## config.mk

```make
export PLATFORM = sky130hd
export DESIGN_NAME = mips_registers
export DESIGN_NICKNAME = d
export VERILOG_FILES = /design/src/rtl/mips_pkg.sv /design/src/rtl/mips_registers.sv
export SDC_FILE = /design/constraint.sdc
export NUM_CORES = 2
export LEC_CHECK = 0
export CAP_MARGIN = 20
export CORE_ASPECT_RATIO = 0.6
export CORE_MARGIN = 10
export CORE_UTILIZATION = 50
export DETAILED_ROUTE_END_ITERATION = 6
export HOLD_SLACK_MARGIN = 0.12
export PLACE_DENSITY = 0.66
export REMOVE_ABC_BUFFERS = 1
export SYNTH_ARGS = -nofsm -noshare
export SYNTH_HDL_FRONTEND = slang
export SYNTH_SLANG_ARGS = --single-unit
```

## constraint.sdc

```tcl
create_clock -name clk -period 38 [get_ports clk]
set_clock_uncertainty 0.15 [all_clocks]
set_input_delay 3.8 -clock clk [delete_from_list [all_inputs] [get_ports clk]]
set_output_delay 3.8 -clock clk [all_outputs]
set_load 0.02 [all_outputs]
```

## src/rtl/mips_pkg.sv

```systemverilog
// mips_pkg: shared constants and types for the MIPS register file.
//   DATA_W    - width of each register and of the data ports
//   ADDR_W    - register index width
//   NUM_REGS  - number of architectural registers (2**ADDR_W)
//   REG_ZERO  - index of the hardwired-zero register $0
//   reg_idx_t - register index type
//   word_t    - one register word
//   reg_file_t - the whole register array, packed so it can be handed to a function
//   read_mux  - read-port selector shared by both read ports; $0 always yields zero
package mips_pkg;

  localparam int DATA_W   = 32;
  localparam int ADDR_W   = 5;
  localparam int NUM_REGS = 2 ** ADDR_W;

  typedef logic [ADDR_W-1:0]                reg_idx_t;
  typedef logic [DATA_W-1:0]                word_t;
  typedef logic [NUM_REGS-1:0][DATA_W-1:0]  reg_file_t;

  localparam reg_idx_t REG_ZERO = '0;

  // The zero test is done here rather than relying on regs[0] holding zero,
  // so $0 reads 0 even before the first reset has been applied.
  function automatic word_t read_mux(input reg_file_t rf, input reg_idx_t idx);
    word_t result;
    if (idx == REG_ZERO) begin
      result = '0;
    end else begin
      result = rf[idx];
    end
    return result;
  endfunction

endpackage

```

## src/rtl/mips_registers.sv

```systemverilog
// mips_registers: 32 x 32-bit MIPS general-purpose register file.
//   Two combinational read ports (rs / rt operands) and one synchronous
//   write port (rd result). Register $0 is hardwired to zero.
// Ports:
//   clk               in   1       clock; writes occur on its rising edge
//   rst               in   1       asynchronous active-high reset, clears all registers
//   read_data_1       out  DATA_W  contents of register read_reg_1
//   read_data_2       out  DATA_W  contents of register read_reg_2
//   write_data        in   DATA_W  data stored into write_reg
//   read_reg_1        in   ADDR_W  rs index
//   read_reg_2        in   ADDR_W  rt index
//   write_reg         in   ADDR_W  rd index
//   signal_reg_write  in   1       write enable, sampled at posedge clk
module mips_registers
  import mips_pkg::*;
(
  input  logic              clk,
  input  logic              rst,
  output logic [DATA_W-1:0] read_data_1,
  output logic [DATA_W-1:0] read_data_2,
  input  logic [DATA_W-1:0] write_data,
  input  logic [ADDR_W-1:0] read_reg_1,
  input  logic [ADDR_W-1:0] read_reg_2,
  input  logic [ADDR_W-1:0] write_reg,
  input  logic              signal_reg_write
);

  reg_file_t regs;

  // Whole-array asynchronous clear; reset has priority, so a write that
  // coincides with reset is dropped. Writes to $0 are discarded here, and
  // the read mux also forces $0 to zero.
  always_ff @(posedge clk or posedge rst) begin
    if (rst) begin
      regs <= '0;
    end else if (signal_reg_write && (write_reg != REG_ZERO)) begin
      regs[write_reg] <= write_data;
    end
  end

  // No write-to-read bypass: a same-cycle read returns the old value until
  // the clock edge commits the write.
  assign read_data_1 = read_mux(regs, read_reg_1);
  assign read_data_2 = read_mux(regs, read_reg_2);

endmodule

```

# Word-level counts from Yosys, hierarchy flattened
# Cells that the tools add are included.
totals:
  register_bits: 1024
  input_bits: 50
  output_inout_bits: 64
  wordCells: 50
classes:
  n_lt_le_gt_ge: 4
  n_mux: 9
  reduce_logical: 5
op_table:
  columns: ["operator", "n"]
  rows:
  - ["$bwmux 1024", 1]
  - ["$bmux 32 s5", 2]
  - ["$demux 32 s5", 1]
  - ["$mux 32", 5]
  - ["$lt 5x6->1 const B", 3]
  - ["$logic_not 5->1", 2]
  - ["$ge 5x1->1 const B", 1]
  - ["$reduce_bool 5->1", 1]
  - ["$logic_and 1x1->1", 2]

# Logic depth before layout (Yosys ltp)
depth:
  word_depth: 5
  ltp_mapped: 7

# Worst setup path after synthesis
# OpenSTA, ideal clock, no wires.
synth_timing:
  kind: "input-to-output"
  from: "in read_reg_1[2]"
  to: "out read_data_1[16]"
  t_arrival_ns: 5.362
  required_ns: 34.050
  setup_slack_ns: 28.688
  stages: 7
  n_path_buf: 3
  cell_sequence: "buf_4 > buf_6 > buf_4 > mux2i_1 > a221oi_1 > o21ai_1 > a311oi_1"
synth_between:
  elab_chain_len: 3
  word_cells_on_any_way: 4
  cone_classes: "mux (3); reduce/logical (1)"
synth_lines:
  columns: ["element", "line", "rtl"]
  rows:
  - ["start: declaration", "mips_registers.sv:22", "input logic [ADDR_W-1:0] read_reg_1,"]
  - ["$bmux 32 s5", "mips_pkg.sv:29", "result = rf[idx];"]
  - ["$mux 32 (implied by the code)", "mips_pkg.sv:29", null]
  - ["$mux 32 *", "mips_pkg.sv:26", "if (idx == REG_ZERO) begin"]
  - ["end: declaration", "mips_registers.sv:19", "output logic [DATA_W-1:0] read_data_1,"]
# Mark *: on every way between the ends. The rest lies on a longest branch, timed or not. The select of a mux whose other input is x is not followed.

# Final worst setup path
layout_timing:
  from: "in read_reg_2[2]"
  to: "out read_data_2[28]"
layout_between:
  elab_chain_len: 3
  word_cells_on_any_way: 4
  cone_classes: "mux (3); reduce/logical (1)"
layout_lines:
  columns: ["element", "line", "rtl"]
  rows:
  - ["start: declaration", "mips_registers.sv:23", "input logic [ADDR_W-1:0] read_reg_2,"]
  - ["$bmux 32 s5", "mips_pkg.sv:29", null]
  - ["$mux 32 (implied by the code)", "mips_pkg.sv:29", null]
  - ["$mux 32 *", "mips_pkg.sv:26", null]
  - ["end: declaration", "mips_registers.sv:20", "output logic [DATA_W-1:0] read_data_2,"]
# Marked as above.

==> flow_summary_export.csv <==
group,metric,value,unit
power,p_clk_share,33.3,%
final_layout,largestRegisters,"regs x1024",
synthesis,yosysWarnings,0,
setup_path,r2r-start,"regs[350]$_DFFE_PP0P_",
route,antenna_left,0,
final_layout,finalNonFillerCells,5074,
placed_design,post-place-ws,25300,ps
synthesis,synth-edff-count,0,
synthesis,synth_area_per_cell,15.28,um^2
synthesis,synthArstFlopShare,100.0,%
synthesis,synth.distinct_cells,40,
power,p_total,3.173,mW
final_layout,multi_input_area,27370,um^2
clock_network,clk_pin_slew,70,ps
placed_design,gp_congestion,0.8209,
setup_path,worst-path-stages,9,
final_layout,syn2layout_area_growth,9.518,%
synthesis,syn-cell-area,55230,um^2
floorplanning,core_area,109600,um^2
run,cap_violations,0,
worst_hold_path,min_from,"regs[15]$_DFFE_PP0P_",
setup_path,crit_buf_inv,5,
worst_hold_path,hold_path_end,"regs[15]$_DFFE_PP0P_",
clock_network,hold_buffers,0,
route,wire_per_inst,35.73,um
timing,grt_setup_unrepaired,"false",
route,drtIter0Drc,4097,
timing,timing.final.crit_share,33.56,%
synthesis,synth_flop_cell,"dfrtp_1",
route,wl_met1,75200,um
route,met3WireLength,17950,um
placed_design,placed_cells,4879,
setup_path,cp-end-kind,"output pin",
route,maxUsedRoutingLayer,"met5",
timing,hold_violations,0,
floorplanning,die_x,449.1,um
floorplanning,dieHeight,277.4,um
route,dr.pass1.iters,5,
placed_design,portBuffers,113,
floorplanning,start_util,50.38,%
final_layout,fin_util,55.18,%
timing,drv_slew,0,
power,switching_share,27.67,%
clock_network,post_cts_buffers,0,
timing,setup_ws,25250,ps
final_layout,nets,3556,
grt,overflow,0,
outcome,outcome,"finished, final reports clean",
grt,antenna_found_initial,2,
grt,grt_first_pass_wirelength,264800,um
power,ir_drop,40.63,uV
final_layout,largest_register_ffs,1024,
setup_path,worst-r2r-cell-count,1,
synthesis,yosysSeqAreaShare,46.40,%
setup_path,setup.worst_path.start_class,"primary input",
floorplanning,rows,94,
setup_path,slowest_delay,820,ps
setup_path,path_max_fanout,51,
setup_path,r2r-end,"regs[350]$_DFFE_PP0P_",
timing,hold-worst-slack,243.7,ps
route,wl_met2,81380,um
placed_design,dp_hpwl,101400,um
route,drc,0,
worst_hold_path,hp-class,"flop to flop",
floorplanning,dieArea,124600,um^2
setup_path,criticalPathCategory,"primary input to output pin",
setup_path,critPathSlowestCell,"buf_4",
final_layout,regMostFlops,"regs",
final_layout,nFillCells,8643,
route,wl,181300,um
clock_network,clock-sinks,1024,
floorplanning,ioPinCount,114,
clock_network,clockRootBuffer,"clkbuf_16",
final_layout,final_layout_size_suffix_gt1_share,47.43,%
grt,first_global_vias,37360,
setup_path,required,34050,ps
setup_path,crit_path_cell_trace,"buf_8 > buf_4 > buf_4 > buf_4 > mux2i_1 > a221oi_1 > o21ai_1 > a311oi_1 > clkdlybuf4s50_1",
clock_network,tritoncts,"built",
timing,slew_headroom,24.12,%
power,pwr-share-seq,46.0,%
setup_path,cp_common_cell,"buf_4",
timing,tightest_slew,1135,ps
final_layout,ff_latch_area,25620,um^2
power,intPower,2.295,mW
setup_path,reg2reg_slack,37010,ps
synthesis,yosys_register_bits,1024,
route,vias,35940,
clock_network,cts_resized,0,
timing,max_freq,78.42,MHz
grt,grt_max_degree,191,
clock_network,clock_latency,720,ps
final_layout,design_area,60480,um^2
clock_network,clockBufferDepth,3,
clock_network,cts_max_level,3,
timing,period_minus_slack,12750,ps
power,comb_power_share,20.7,%
setup_path,path_delay_family,"buffers and inverters",
grt,gr-usage-all-layers,28.45,%
timing,finalSetupViolCount,0,
power,leakagePower,26.04,nW
power,net-switching-power,0.8778,mW
clock_network,numCtsBuffers,99,
worst_hold_path,whs_path_depth,0,
setup_path,crit_arrival,8800,ps
placed_design,placed_cell_area,56690,um^2
power,p_per_area,52.45,nW/um^2
route,avgViaCountPerCell,7.082,
timing,setup_tns,0,ps
synthesis,postSynthCellCount,3614,
-- cell usage in the layout, fill, tap and decap left out, types with 86 or more instances in the layout --
master / instances
buf_4: 86
mux2_2: 1029
mux4_1: 103
dfrtp_1: 1024
clkdlybuf4s50_1: 103
o21ai_1: 105
clkbuf_16: 103
mux4_2: 342
mux2i_1: 128
-- worst max-delay path by stage --
stage	from	endpoint	slack [ps]
floorplan	rst	regs[0]$_DFFE_PP0P_	5230
global placement	read_reg_2[2]	read_data_2[4]	25250
detailed placement	read_reg_2[2]	read_data_2[4]	25300
CTS	read_reg_2[2]	read_data_2[28]	25320
global route	read_reg_2[2]	read_data_2[28]	25140
finish	read_reg_2[2]	read_data_2[28]	25250
-- synth_stat cells (all sizes together) (17+ instances only) --
library cell  number  share of area [%]
mux2            1056                 22
dfrtp           1024                 46
mux4             448                 19
buf              245                3.0
clkbuf           179                1.3
mux2i            128                2.3
o21ai            111                1.0
nor2b             68               0.80
a211oi            64               0.87
a22oi             64               0.87
a311oi            64                1.0
nand2             50               0.34
a221oi            47               0.75
nor2              23               0.21
o2111ai           17               0.27
-- final cells by class --
class,count,share of cell area [%]
sequential,1024,42.37
multi-input combinational,2163,45.26
timing repair buffer,215,3.585
clock inverter,34,0.7344
clock buffer,145,4.934
tap,1488,3.078
antenna,2,0.008275
inverter,3,0.03724
-- routing by layer --
metal  GRT usage (%)  vias to the layer above
met5               0                        -
met4           9.872                        6
met3           8.020                      417
met2           42.86                     2078
met1           39.50                    19500
li1                -                    13930
-- power groups by stage --
stage | clock network, mW | registers [mW] | logic, mW
final | 1.06 | 1.46 | 0.656
after global routing | 1.12 | 1.48 | 0.699
after CTS | 1.07 | 1.45 | 0.652
after detailed placement | 0 | 1.47 | 0.648
after global placement | 0 | 1.44 | 0.624
after floorplan | 0 | 1.41 | 0.468
-- cell families after synthesis --
kind of cell / after synthesis / synth area share, %
multiplexers: 1632 / 42.83
flip-flops: 1024 / 46.40
buffers and inverters: 427 / 4.350
AO/OA/AOI/OAI: 367 / 4.776
AND/OR/NAND/NOR: 164 / 1.643
No activity file was read; power rests on OpenSTA's default activity.
